--- src/rtl/zero_revise_cal_if.sv ---
// Sample-stream bundle for zero_revise_cal: raw distance in, corrected distance out.
// The DUT side uses the slave modport; the producer/observer side uses master.
interface zero_revise_cal_if #(
   parameter int DW = 16
);
   logic          data_in_valid;
   logic [DW-1:0] data_in;
   logic          data_out_valid;
   logic [DW-1:0] data_out;

   modport master (
      output data_in_valid,
      output data_in,
      input  data_out_valid,
      input  data_out
   );

   modport slave (
      input  data_in_valid,
      input  data_in,
      output data_out_valid,
      output data_out
   );
endinterface

--- src/rtl/zero_revise_cal.sv ---
// Zero-offset correction of distance samples with on-chip offset calibration.
// Optional calibration timeout is built in when ZERO_CAL_TIMEOUT_EN is defined.
module zero_revise_cal #(
   parameter int DW          = 16,
   parameter int AVG_SHIFT   = 4,
   parameter int TIMEOUT_CYC = 1000000
) (
   input  logic               clk,
   input  logic               rst_n,
   input  logic [DW-1:0]      zero_value,
   input  logic               zero_sel,
   input  logic               cal_start,
   zero_revise_cal_if.slave   dio,
   output logic               cal_busy,
   output logic               cal_done,
   output logic               cal_err,
   output logic [DW-1:0]      learned_zero
);
   localparam int AW = DW + AVG_SHIFT;
   localparam int CW = AVG_SHIFT + 1;
   localparam logic [DW-1:0] ALL_ONES = {DW{1'b1}};
   localparam logic [CW-1:0] CNT_LAST = CW'((32'd1 << AVG_SHIFT) - 32'd1);

   typedef enum logic [0:0] {IDLE = 1'b0, ACCUM = 1'b1} state_t;

   state_t        state_r;
   state_t        state_nxt_s;
   logic [AW-1:0] acc_r;
   logic [AW-1:0] acc_sum_s;
   logic [CW-1:0] cnt_r;
   logic [DW-1:0] zero_eff_s;
   logic [DW-1:0] learned_zero_r;
   logic [DW-1:0] data_out_r;
   logic          data_out_valid_r;
   logic          cal_done_r;
   logic          sample_ok_s;
   logic          last_s;
   logic          tmo_hit_s;
   logic          cal_busy_s;
   logic          acc_clr_s;
   logic          acc_add_s;
   logic          done_s;

   assign sample_ok_s = dio.data_in_valid && (dio.data_in != ALL_ONES);
   assign last_s      = sample_ok_s && (cnt_r == CNT_LAST);
   assign acc_sum_s   = acc_r + {{AVG_SHIFT{1'b0}}, dio.data_in};
   assign zero_eff_s  = zero_sel ? learned_zero_r : zero_value;

   // Calibration state register
   always_ff @(posedge clk or negedge rst_n) begin
      if (!rst_n) begin
         state_r <= IDLE;
      end else begin
         state_r <= state_nxt_s;
      end
   end

   // Next-state: a start pulse always (re)enters ACCUM, so completion/timeout lose to it
   always_comb begin
      state_nxt_s = state_r;
      case (state_r)
         IDLE: begin
            if (cal_start) state_nxt_s = ACCUM;
            else           state_nxt_s = IDLE;
         end
         ACCUM: begin
            if (cal_start)      state_nxt_s = ACCUM;
            else if (last_s)    state_nxt_s = IDLE;
            else if (tmo_hit_s) state_nxt_s = IDLE;
            else                state_nxt_s = ACCUM;
         end
         default: state_nxt_s = IDLE;
      endcase
   end

   // FSM outputs: accumulator control and completion strobe
   always_comb begin
      cal_busy_s = 1'b0;
      acc_clr_s  = 1'b0;
      acc_add_s  = 1'b0;
      done_s     = 1'b0;
      case (state_r)
         IDLE: begin
            acc_clr_s = cal_start;
         end
         ACCUM: begin
            cal_busy_s = 1'b1;
            if (cal_start) begin
               acc_clr_s = 1'b1;
            end else begin
               acc_add_s = sample_ok_s;
               done_s    = last_s;
            end
         end
         default: begin
            cal_busy_s = 1'b0;
         end
      endcase
   end

   // Accumulator, sample counter and learned offset
   always_ff @(posedge clk or negedge rst_n) begin
      if (!rst_n) begin
         acc_r          <= {AW{1'b0}};
         cnt_r          <= {CW{1'b0}};
         learned_zero_r <= {DW{1'b0}};
         cal_done_r     <= 1'b0;
      end else begin
         cal_done_r <= done_s;
         if (acc_clr_s) begin
            acc_r <= {AW{1'b0}};
            cnt_r <= {CW{1'b0}};
         end else if (acc_add_s) begin
            acc_r <= acc_sum_s;
            cnt_r <= cnt_r + {{(CW-1){1'b0}}, 1'b1};
         end else begin
            acc_r <= acc_r;
            cnt_r <= cnt_r;
         end
         // Truncating average; the accumulator is wide enough never to wrap
         if (done_s) learned_zero_r <= DW'(acc_sum_s >> AVG_SHIFT);
         else        learned_zero_r <= learned_zero_r;
      end
   end

   // Corrected-distance pipeline stage; runs every cycle regardless of valid
   always_ff @(posedge clk or negedge rst_n) begin
      if (!rst_n) begin
         data_out_valid_r <= 1'b0;
         data_out_r       <= ALL_ONES;
      end else begin
         data_out_valid_r <= dio.data_in_valid;
         if ((dio.data_in != ALL_ONES) && (dio.data_in > zero_eff_s)) begin
            data_out_r <= dio.data_in - zero_eff_s;
         end else begin
            data_out_r <= ALL_ONES;
         end
      end
   end

`ifdef ZERO_CAL_TIMEOUT_EN
   localparam int TW = $clog2(TIMEOUT_CYC + 1);
   localparam logic [TW-1:0] TMO_LAST = TW'(TIMEOUT_CYC - 1);

   logic [TW-1:0] tmo_cnt_r;
   logic          cal_err_r;
   logic          err_s;

   assign tmo_hit_s = (state_r == ACCUM) && (tmo_cnt_r == TMO_LAST);
   assign err_s     = tmo_hit_s && !cal_start && !last_s;

   // Timeout counter counts every cycle spent in ACCUM since the last start
   always_ff @(posedge clk or negedge rst_n) begin
      if (!rst_n) begin
         tmo_cnt_r <= {TW{1'b0}};
         cal_err_r <= 1'b0;
      end else begin
         cal_err_r <= err_s;
         if (acc_clr_s)       tmo_cnt_r <= {TW{1'b0}};
         else if (cal_busy_s) tmo_cnt_r <= tmo_cnt_r + {{(TW-1){1'b0}}, 1'b1};
         else                 tmo_cnt_r <= tmo_cnt_r;
      end
   end

   assign cal_err = cal_err_r;
`else
   assign tmo_hit_s = 1'b0;
   assign cal_err   = 1'b0;
`endif

   assign cal_busy           = cal_busy_s;
   assign cal_done           = cal_done_r;
   assign learned_zero       = learned_zero_r;
   assign dio.data_out_valid = data_out_valid_r;
   assign dio.data_out       = data_out_r;
endmodule

--- src/flat_wrapper.sv ---
// flat-port wrapper written by rule: the top's interface ports become plain ports
module zero_revise_cal_flat 
#(
   parameter int DW          = 16,
   parameter int AVG_SHIFT   = 4,
   parameter int TIMEOUT_CYC = 1000000
)
  (clk, rst_n, zero_value, zero_sel, cal_start, cal_busy, cal_done, cal_err, learned_zero, dio_data_in_valid, dio_data_in, dio_data_out_valid, dio_data_out);
  zero_revise_cal_if #(.DW(DW)) dio_i ();
  input  logic clk;
  input  logic rst_n;
  input  logic [DW-1:0] zero_value;
  input  logic zero_sel;
  input  logic cal_start;
  output logic cal_busy;
  output logic cal_done;
  output logic cal_err;
  output logic [DW-1:0] learned_zero;
  input wire logic [$bits(dio_i.data_in_valid)-1:0] dio_data_in_valid;
  input wire logic [$bits(dio_i.data_in)-1:0] dio_data_in;
  output wire logic [$bits(dio_i.data_out_valid)-1:0] dio_data_out_valid;
  output wire logic [$bits(dio_i.data_out)-1:0] dio_data_out;
  assign dio_i.data_in_valid = dio_data_in_valid;
  assign dio_i.data_in = dio_data_in;
  assign dio_data_out_valid = dio_i.data_out_valid;
  assign dio_data_out = dio_i.data_out;
  zero_revise_cal #(.DW(DW), .AVG_SHIFT(AVG_SHIFT), .TIMEOUT_CYC(TIMEOUT_CYC)) u_core (.clk(clk), .rst_n(rst_n), .zero_value(zero_value), .zero_sel(zero_sel), .cal_start(cal_start), .dio(dio_i), .cal_busy(cal_busy), .cal_done(cal_done), .cal_err(cal_err), .learned_zero(learned_zero));
endmodule
--- config.mk ---
export PLATFORM = sky130hd
export DESIGN_NAME = zero_revise_cal_flat
export DESIGN_NICKNAME = d
export VERILOG_FILES = /design/src/rtl/zero_revise_cal_if.sv /design/src/rtl/zero_revise_cal.sv /design/src/flat_wrapper.sv
export SDC_FILE = /design/constraint.sdc
export NUM_CORES = 1
export LEC_CHECK = 0
export ABC_AREA = 1
export CAP_MARGIN = 15
export CELL_PAD_IN_SITES_DETAIL_PLACEMENT = 1
export CELL_PAD_IN_SITES_GLOBAL_PLACEMENT = 1
export CORE_ASPECT_RATIO = 2
export CORE_MARGIN = 2
export CORE_UTILIZATION = 28
export CTS_BUF_LIST = sky130_fd_sc_hd__clkbuf_8
export CTS_CLUSTER_DIAMETER = 80
export DETAILED_ROUTE_END_ITERATION = 8
export PLACE_DENSITY = 0.65
export SETUP_SLACK_MARGIN = 0.1
export SLEW_MARGIN = 0
export SYNTH_ARGS = -nofsm -noshare
export SYNTH_HDL_FRONTEND = slang
export SYNTH_SLANG_ARGS = --single-unit
--- constraint.sdc ---
create_clock -name clk -period 2.5 [get_ports clk]
set_input_delay 0.5 -clock clk [delete_from_list [all_inputs] [get_ports clk]]
set_output_delay 0.5 -clock clk [all_outputs]
set_load 0.01 [all_outputs]
After elaboration in Yosys (flattened, before gate mapping):

Index checks and enable logic that the tools add are counted.
W data, S select, Z words.

* word-level logic and storage cells: 34
* input port bits: 37
* output and inout port bits: 36
* register bits: 60

* bitwise logic cells: 1
* $lt $le $gt $ge: 1
* eq/ne operators: 2
* mux-type cells: 16
* $add $sub $neg: 3
* reductions and logical operators: 4

Operator list (count)
* $mux W20: 2
* $mux W16: 2
* $add A20 B16 Y20: 1
* $gt A16 B16 Y1: 1
* $ne A16 B16 Y1 const B: 1
* $sub A16 B16 Y16: 1
* $mux W5: 2
* $mux W1: 8
* $add A5 B1 Y5 const B: 1
* $eq A5 B4 Y1 const B: 1
* $pmux W1 S2: 2
* $logic_and A1 B1 Y1: 3
* $reduce_bool A2 Y1: 1
* $not A1 Y1: 1

Longest topological paths before layout:

Gate-level depths: netlist of the first run.

* depth in word-level cells: 6
* gate-level depth with buffers: 15
* gate-level depth less buffers: 14

Worst setup path before layout of the first run:

No wires, ideal clock.

* path kind: input to register
* start point: input zero_sel
* end point: register u_core.data_out_r[12], in the netlist u_core.dio.data_out[12]
* path slack: -0.103 ns
* path buffers: 3
* data arrival time: 2.522 ns
* data required time: 2.419 ns
* setup time: 0.081 ns
* stages: 14
* cell sequence: clkbuf_1 -> clkbuf_1 -> a21oi_1 -> ha_1 -> fa_1 -> inv_1 -> nand3_1 -> nand2_1 -> nand3_2 -> nand2_4 -> nand2_2 -> a21oi_4 -> buf_8 -> nand3_2

* longest elaborated chain between the ends: 4
* elaborated cells on any way between the ends: 5
* those cells by class: 1 x add/sub; 1 x order compare; 2 x mux; 1 x reduce/logical

RTL lines
* start, declared: RTL line flat_wrapper.sv:13 `input logic zero_sel;`
* $mux W16 (*): RTL line zero_revise_cal.sv:47 `assign zero_eff_s = zero_sel ? learned_zero_r : zero_value;`
* $gt A16 B16 Y1: RTL line zero_revise_cal.sv:133 `if ((dio.data_in != ALL_ONES) && (dio.data_in > zero_eff_s)) begin`
* $logic_and A1 B1 Y1: RTL line zero_revise_cal.sv:133
* $mux W16 (*): RTL line zero_revise_cal.sv:133
* end signal, assigned: RTL line zero_revise_cal.sv:134 `data_out_r <= dio.data_in - zero_eff_s;`
* end, declared: RTL line zero_revise_cal.sv:33 `logic [DW-1:0] data_out_r;`

Every way passes the cells marked *; elsewhere a longest branch is shown, timed or not.
A chain may end at the register's enable or synchronous reset.

Final worst setup path of the first run:

* start point: input zero_sel
* end point: register u_core.data_out_r[15], in the netlist u_core.dio.data_out[15]

The elaborated chain is that of the path after synthesis.

==> results.json, run 1 <==
{
  "crit_top_cell": "buf_4",
  "final_hold_viol_count": 0,
  "p_clk_share_pct": 25.0,
  "period_share_pct": 94.36,
  "antenna_found_initial": 0,
  "max-vdd-ir-drop_uv": 223.7,
  "fillers": 1974,
  "gp_congestion": 0.8464,
  "regArea_um2": 1521,
  "slew_viol_final": 0,
  "worst_ep_arrival_time_ns": 2.64,
  "swShare_pct": 37.70,
  "gr-usage-all-layers_pct": 19.64,
  "finalSetupViolCount": 0,
  "period_needed_ns": 2.359,
  "htree_levels": 3,
  "num_vias": 4706,
  "max_stage_delay_ns": 0.37,
  "clock_latency_ns": 0.35,
  "avgRoutedWirePerCell_um": 16.13,
  "maxCapViolations": 0,
  "vias_per_cell": 4.734,
  "cts_tree": "done",
  "wl_mm": 16.03,
  "intPower_w": 0.002403,
  "slowest_stage": "ha_1",
  "ant_nets": 0,
  "crit_type": "input port to flop",
  "design_area_um2": 6460,
  "met2_length_mm": 8.615,
  "path_delay_family": "buffers and inverters",
  "cts_made_buffers": 9,
  "dieArea_um2": 16940,
  "initial_core_util_pct": 28.44,
  "skew_ns": 0.01174,
  "clockRootBuffer": "clkbuf_8",
  "multi_input_area_um2": 2684,
  "power_frac_seq_pct": 31.2,
  "n_antenna_cell": 0,
  "top_layer": "met4",
  "drt_iter0_drc": 129,
  "postSynthCellCount": 622,
  "io_pins": 73,
  "grt_pass1_vias": 5079,
  "area_growth_pct": 45.48,
  "drtPass1Iterations": 4,
  "placed_area_um2": 5998,
  "outcome": "completed",
  "ys_ff_latch": 60,
  "die_h_um": 182.1,
  "grt_max_degree": 43,
  "switchingPower_w": 0.001454,
  "powerDensity_nw_per_um2": 597.0,
  "fp.coreArea_um2": 15620,
  "hold_class": "input port to async pin",
  "p_total_w": 0.003857,
  "max_freq_mhz": 423.9,
  "combinationalPowerShare_pct": 43.8,
  "clk_pin_slew_ns": 0.08,
  "syn_nets": 695,
  "critPathBufInv": 6,
  "synth_area_um2": 4441,
  "rsz0062_at_grt": "yes",
  "ys_seq_area_share_pct": 34.26,
  "clock-sinks": 60,
  "fin_nets": 861,
  "drive_gt1_share_pct": 23.20,
  "crit_fanout": 8,
  "wl_met1_mm": 6.593,
  "wl_met3_um": 460,
  "clockBufferDepth": 2,
  "path_cells": "dlygate4sd2_1, buf_6, buf_4, buf_4, nand2_1, o21ai_1, ha_1, inv_2, o21ai_4, a21oi_2, nand2_4, nand2_2, a21oi_4, buf_12, nand3_1",
  "p_leak_nw": 3.291,
  "drc": 0,
  "required_ns": 2.78,
  "cp-start-kind": "input port",
  "dieWidth_um": 93.05,
  "grt_pass1_wl_mm": 25.90,
  "grt_overflow": 0,
  "endpoint_kind": "flop",
  "port_buffers": 71,
  "ys_types": 37,
  "post-dp-hpwl_mm": 12.86,
  "avgSynthCellArea_um2": 7.139,
  "ys_warn_count": 0,
  "std_cell_rows": 65
}
==> placed cells by master (no fill, tap or decap), types with 5 or more instances in the layout <==
cell	count
o21ai_0	17
inv_1	76
nor2_1	39
xor2_1	13
buf_4	87
o21bai_1	5
o21ai_1	6
a21oi_1	17
clkdlybuf4s50_1	68
nand2_2	17
nand3_2	9
a21oi_2	9
nand3_1	54
nand4_1	9
ha_1	32
clkbuf_8	10
nand2_1	200
mux2i_1	8
dfstp_2	16
dfrtp_1	44
==> power groups by stage <==
| stage | combinational (W) | sequential, W | clock [W] |
|---|---|---|---|
| floorplan | 0.000840 | 0.00124 | 0 |
| global placement | 0.00155 | 0.00121 | 0 |
| detailed placement | 0.00159 | 0.00122 | 0 |
| CTS | 0.00167 | 0.00120 | 0.000994 |
| global route | 0.00188 | 0.00122 | 0.00103 |
| finish | 0.00169 | 0.00120 | 0.000965 |
==> stage by stage <==
stage | utilization, % | setup TNS [ns] | setup WS, ns | instances | hold WS, ns
2_1_floorplan | - | 0 | 0.1060 | 622 | 0.2044
3_3_place_gp | 38.41 | -9.119 | -0.4634 | 967 | 0.4597
3_5_place_dp | 38.41 | -10.97 | -0.5554 | 967 | 0.4675
4_1_cts | 40.83 | 0 | 0.1359 | 991 | 0.09958
5_1_grt | 41.37 | 0 | 0.06139 | 994 | 0.1303
6_report | 41.37 | 0 | 0.1409 | 994 | 0.1019
==> flip-flops by register name, summed over array words and instances (netlist names) <==
signal / cells
u_core.learned_zero: 16
u_core.dio.data_out_valid: 1
u_core.acc_r: 20
u_core.cnt_r: 5
u_core.state_r: 1
u_core.cal_done: 1
u_core.dio.data_out: 16
==> synth_stat cells <==
master / instances / area share [%]
a21boi_0: 1 / 0.17
a21oi_1: 26 / 2.9
o21ai_1: 6 / 0.68
dfstp_2: 16 / 9.5
nand2_4: 1 / 0.25
inv_2: 4 / 0.34
nand3b_1: 4 / 0.68
xor2_1: 13 / 2.6
clkbuf_1: 2 / 0.17
dfrtp_1: 44 / 25
a21o_1: 2 / 0.34
nand3_1: 58 / 6.5
ha_1: 34 / 9.6
nor3_1: 4 / 0.45
nor2_1: 42 / 3.6
and2_1: 1 / 0.14
nand2_1: 206 / 17
o21bai_1: 5 / 0.85
or2_2: 2 / 0.28
a21oi_4: 1 / 0.37
o21ai_0: 21 / 2.4
clkinv_1: 1 / 0.084
buf_2: 4 / 0.45
nor2_4: 1 / 0.25
buf_4: 3 / 0.51
nor3_2: 1 / 0.23
nand4_1: 9 / 1.3
inv_1: 76 / 6.4
xnor2_1: 2 / 0.39
conb_1: 1 / 0.084
buf_8: 1 / 0.34
o22ai_1: 2 / 0.28
fa_1: 2 / 0.90
nand2_2: 11 / 1.5
o31ai_1: 1 / 0.17
mux2i_1: 9 / 2.0
nand3_2: 5 / 1.1
==> path summary, 6_finish.rpt <==
kind | from | endpoint | slack, ns | cells past startpoint
min reg2reg | u_core.acc_r[15]$_DFFE_PN0P_ | u_core.acc_r[15]$_DFFE_PN0P_ | 0.49 | 2
min in group clk | u_core.acc_r[15]$_DFFE_PN0P_ | u_core.acc_r[15]$_DFFE_PN0P_ | 0.49 | 2
max reg2reg | u_core.learned_zero[0]$_DFFE_PN0P_ | u_core.dio.data_out[15]$_DFF_PN1_ | 0.43 | 13
min | rst_n | u_core.learned_zero[2]$_DFFE_PN0P_ | 0.10 | 1
max in group asynchronous | rst_n | u_core.dio.data_out[6]$_DFF_PN1_ | 1.74 | 2
max | zero_sel | u_core.dio.data_out[15]$_DFF_PN1_ | 0.14 | 15
==> metal layers <==
layer / global-route usage (%) / up-vias
met5: 0 / -
met4: 6.000 / 0
met3: 2.312 / 26
met2: 36.55 / 89
met1: 23.07 / 2259
li1: - / 2332
==> cell type report <==
class / count / share of cell area (%)
inverter: 81 / 4.707
multi-input combinational: 471 / 41.55
clock inverter: 6 / 1.104
timing repair buffer: 165 / 23.07
tap: 201 / 3.893
sequential: 60 / 23.55
clock buffer: 10 / 2.131
==> cell families after synthesis <==
kind of cell | synth area share (%)
simple gates | 33.73
buf+inv | 8.312
compound gates | 8.143
flops | 34.26
fa+ha+maj | 10.48
xor+xnor | 2.959
mux | 2.029
other cells | 0.08445
==> what timing repair did <==
| item | CTS | global route |
|---|---|---|
| pin swaps | 10 | 13 |
| gates cloned | 1 | 0 |
| hold endpoints to repair | 0 | 0 |
| buffers inserted | 7 | 3 |
| endpoints found under the setup margin | 17 | 29 |
| hold buffers | 0 | 0 |
| resized for setup | 28 | 16 |
Note: power is estimated with default switching activity, not from simulation.
==> inputs of run 2 (changes only) <==
--- a/config.mk
+++ b/config.mk
@@ -10,7 +10,6 @@
 export CELL_PAD_IN_SITES_DETAIL_PLACEMENT = 1
 export CELL_PAD_IN_SITES_GLOBAL_PLACEMENT = 1
 export CORE_ASPECT_RATIO = 2
-export CORE_MARGIN = 2
 export CORE_UTILIZATION = 28
 export CTS_BUF_LIST = sky130_fd_sc_hd__clkbuf_8
 export CTS_CLUSTER_DIAMETER = 80
==> results.json, run 2 (synthesized netlist as in run 1, its figures left out) <==
{
  "maxCapViolations": 0,
  "final_hold_viol_count": 0,
  "p_clk_share_pct": 23.8,
  "max-vdd-ir-drop_uv": 248.0,
  "io_pins": 73,
  "period_share_pct": 89.97,
  "clk_pin_slew_ns": 0.08,
  "n_antenna_cell": 0,
  "largest-register": "u_core.acc_r",
  "rsz0062_at_grt": "no",
  "vias_per_cell": 4.822,
  "crit_fanout": 5,
  "r2r_slack_ns": 0.30,
  "swShare_pct": 37.16,
  "tns_ns": 0,
  "power_frac_seq_pct": 31.5,
  "crit_type": "input port to flop",
  "critPathBufInv": 3,
  "fp.coreArea_um2": 15370,
  "worst-path-stages": 11,
  "die_h_um": 180.1,
  "drt_iter0_drc": 109,
  "worst_ep_arrival_time_ns": 2.50,
  "p_leak_nw": 3.281,
  "powerDensity_nw_per_um2": 596.4,
  "grt_pass1_wl_mm": 26.95,
  "fin_nets": 862,
  "avgRoutedWirePerCell_um": 16.89,
  "clockBufferDepth": 2,
  "htree_levels": 3,
  "period_needed_ns": 2.249,
  "placed_area_um2": 6055,
  "dieWidth_um": 91.05,
  "clock_latency_ns": 0.36,
  "combinationalPowerShare_pct": 44.6,
  "gp_congestion": 0.9455,
  "grt_pass1_vias": 5512,
  "drtPass1Iterations": 4,
  "skew_ns": 0.01579,
  "regArea_um2": 1521,
  "reg2reg_depth": 13,
  "crit_top_cell": "nand2_1",
  "clock-sinks": 60,
  "design_area_um2": 6374,
  "hold_class": "input port to async pin",
  "path_delay_family": "simple AND/OR/NAND/NOR gates",
  "port_buffers": 71,
  "max_freq_mhz": 444.6,
  "cts_made_buffers": 9,
  "outcome": "completed",
  "slew_viol_final": 0,
  "cp-start-kind": "input port",
  "gr-usage-all-layers_pct": 21.41,
  "finalSetupViolCount": 0,
  "grt_overflow": 0,
  "slowest_stage": "clkdlybuf4s50_1",
  "ant_nets": 0,
  "path_cells": "clkdlybuf4s50_1, buf_4, ha_1, nand2_1, buf_4, nor2_1, nand4_1, nand3_1, nand2_1, nand3_1, nand2_1",
  "num_vias": 4783,
  "cts_tree": "done",
  "final_cell_mix": "203 x nand2_1, 89 x buf_4, 78 x inv_1, 67 x clkdlybuf4s50_1, 58 x nand3_1",
  "antenna_found_initial": 0,
  "wl_mm": 16.76,
  "fin_hold_ws_ns": 0.07996,
  "placed_cells": 972,
  "endpoint_kind": "flop",
  "grt_max_degree": 44,
  "dieArea_um2": 16400,
  "final_common_cell": "nand2_1",
  "area_growth_pct": 43.53,
  "intPower_w": 0.002389,
  "std_cell_rows": 64,
  "instances_no_fill": 992,
  "switchingPower_w": 0.001412,
  "largest_reg_flops": 20,
  "clockRootBuffer": "clkbuf_8",
  "required_ns": 2.75,
  "multi_input_area_um2": 2603,
  "max_stage_delay_ns": 0.47,
  "drc": 0,
  "initial_core_util_pct": 28.88,
  "fillers": 1992,
  "post-dp-hpwl_mm": 13.63,
  "drive_gt1_share_pct": 21.03
}
run 2: cell count changes in the layout (fill, tap and decap cells not counted), moves of 3 or more:
cell / delta
o21ai_2: -3
nand3_2: -5
o21ai_1: +4
nand2_2: -3
nand2_1: +3
nand3_1: +4
run 2: path summary, 6_finish.rpt:
path	from	endpoint
min in group clk	u_core.acc_r[0]$_DFFE_PN0P_	u_core.acc_r[0]$_DFFE_PN0P_
min	rst_n	u_core.learned_zero[6]$_DFFE_PN0P_
max	dio_data_in[11]	u_core.acc_r[12]$_DFFE_PN0P_
min reg2reg	u_core.acc_r[0]$_DFFE_PN0P_	u_core.acc_r[0]$_DFFE_PN0P_
max in group asynchronous	rst_n	u_core.dio.data_out[1]$_DFF_PN1_
max reg2reg	u_core.learned_zero[0]$_DFFE_PN0P_	u_core.dio.data_out[2]$_DFF_PN1_
run 2: worst reg2reg max path, cell delays in order, from the launching register on:
cell,delay [ns]
dfrtp_1,0.38
inv_1,0.11
a21oi_1,0.09
ha_2,0.21
fa_2,0.36
inv_1,0.06
nand3_1,0.07
nand2_2,0.10
nand3_4,0.08
nand2_4,0.08
nand2_2,0.06
a21oi_4,0.25
buf_12,0.18
nand3_1,0.08
run 2: area by class of cell:
class | count | share of cell area, %
sequential | 60 | 23.87
clock buffer | 10 | 2.159
timing repair buffer | 166 | 23.58
inverter | 81 | 4.770
multi-input combinational | 471 | 40.83
tap | 198 | 3.887
clock inverter | 6 | 0.9030
run 2: what timing repair did:
action,in CTS,in global routing
gates resized for setup,15,9
pin swaps,2,6
buffers inserted,1,1
setup endpoints to repair,18,18
hold buffers,0,0
gates cloned,1,1
run 2: through the flow:
stage / util, % / total power [W] / setup slack (ns)
3_5_place_dp: 39.38 / 0.002858 / -0.7330
6_report: 41.46 / 0.003801 / 0.2507
5_1_grt: 41.46 / 0.004065 / 0.1109
2_1_floorplan: - / 0.002078 / 0.1060
3_3_place_gp: 39.38 / 0.002806 / -0.5672
4_1_cts: 41.15 / 0.003842 / 0.1228
run 2: metal layers:
layer  track usage, %  share of wire (%)  vias to the layer above
met5                0                  0                        -
met4            13.65                5.6                        0
met3            2.743                2.2                       54
met2            44.24                 60                       91
met1            18.25                 33                     2303
li1                 -                  -                     2335
run 2: power groups by stage:
stage          registers, W  logic (W)  clock network (W)
3_3_place_gp        0.00121    0.00159                  0
6_report            0.00120    0.00170           0.000907
2_1_floorplan       0.00124   0.000840                  0
4_1_cts             0.00120    0.00170           0.000945
5_1_grt             0.00122    0.00188           0.000970
3_5_place_dp        0.00122    0.00164                  0
==> inputs of run 3 (changes only) <==
--- a/config.mk
+++ b/config.mk
@@ -14,6 +14,7 @@
 export CTS_BUF_LIST = sky130_fd_sc_hd__clkbuf_8
 export CTS_CLUSTER_DIAMETER = 80
 export DETAILED_ROUTE_END_ITERATION = 8
+export HOLD_SLACK_MARGIN = 0.03
 export PLACE_DENSITY = 0.65
 export SETUP_SLACK_MARGIN = 0.1
 export SLEW_MARGIN = 0
==> results of run 3 <==
Same layout as run 2: the final DEF is identical, and so are final timing and power.
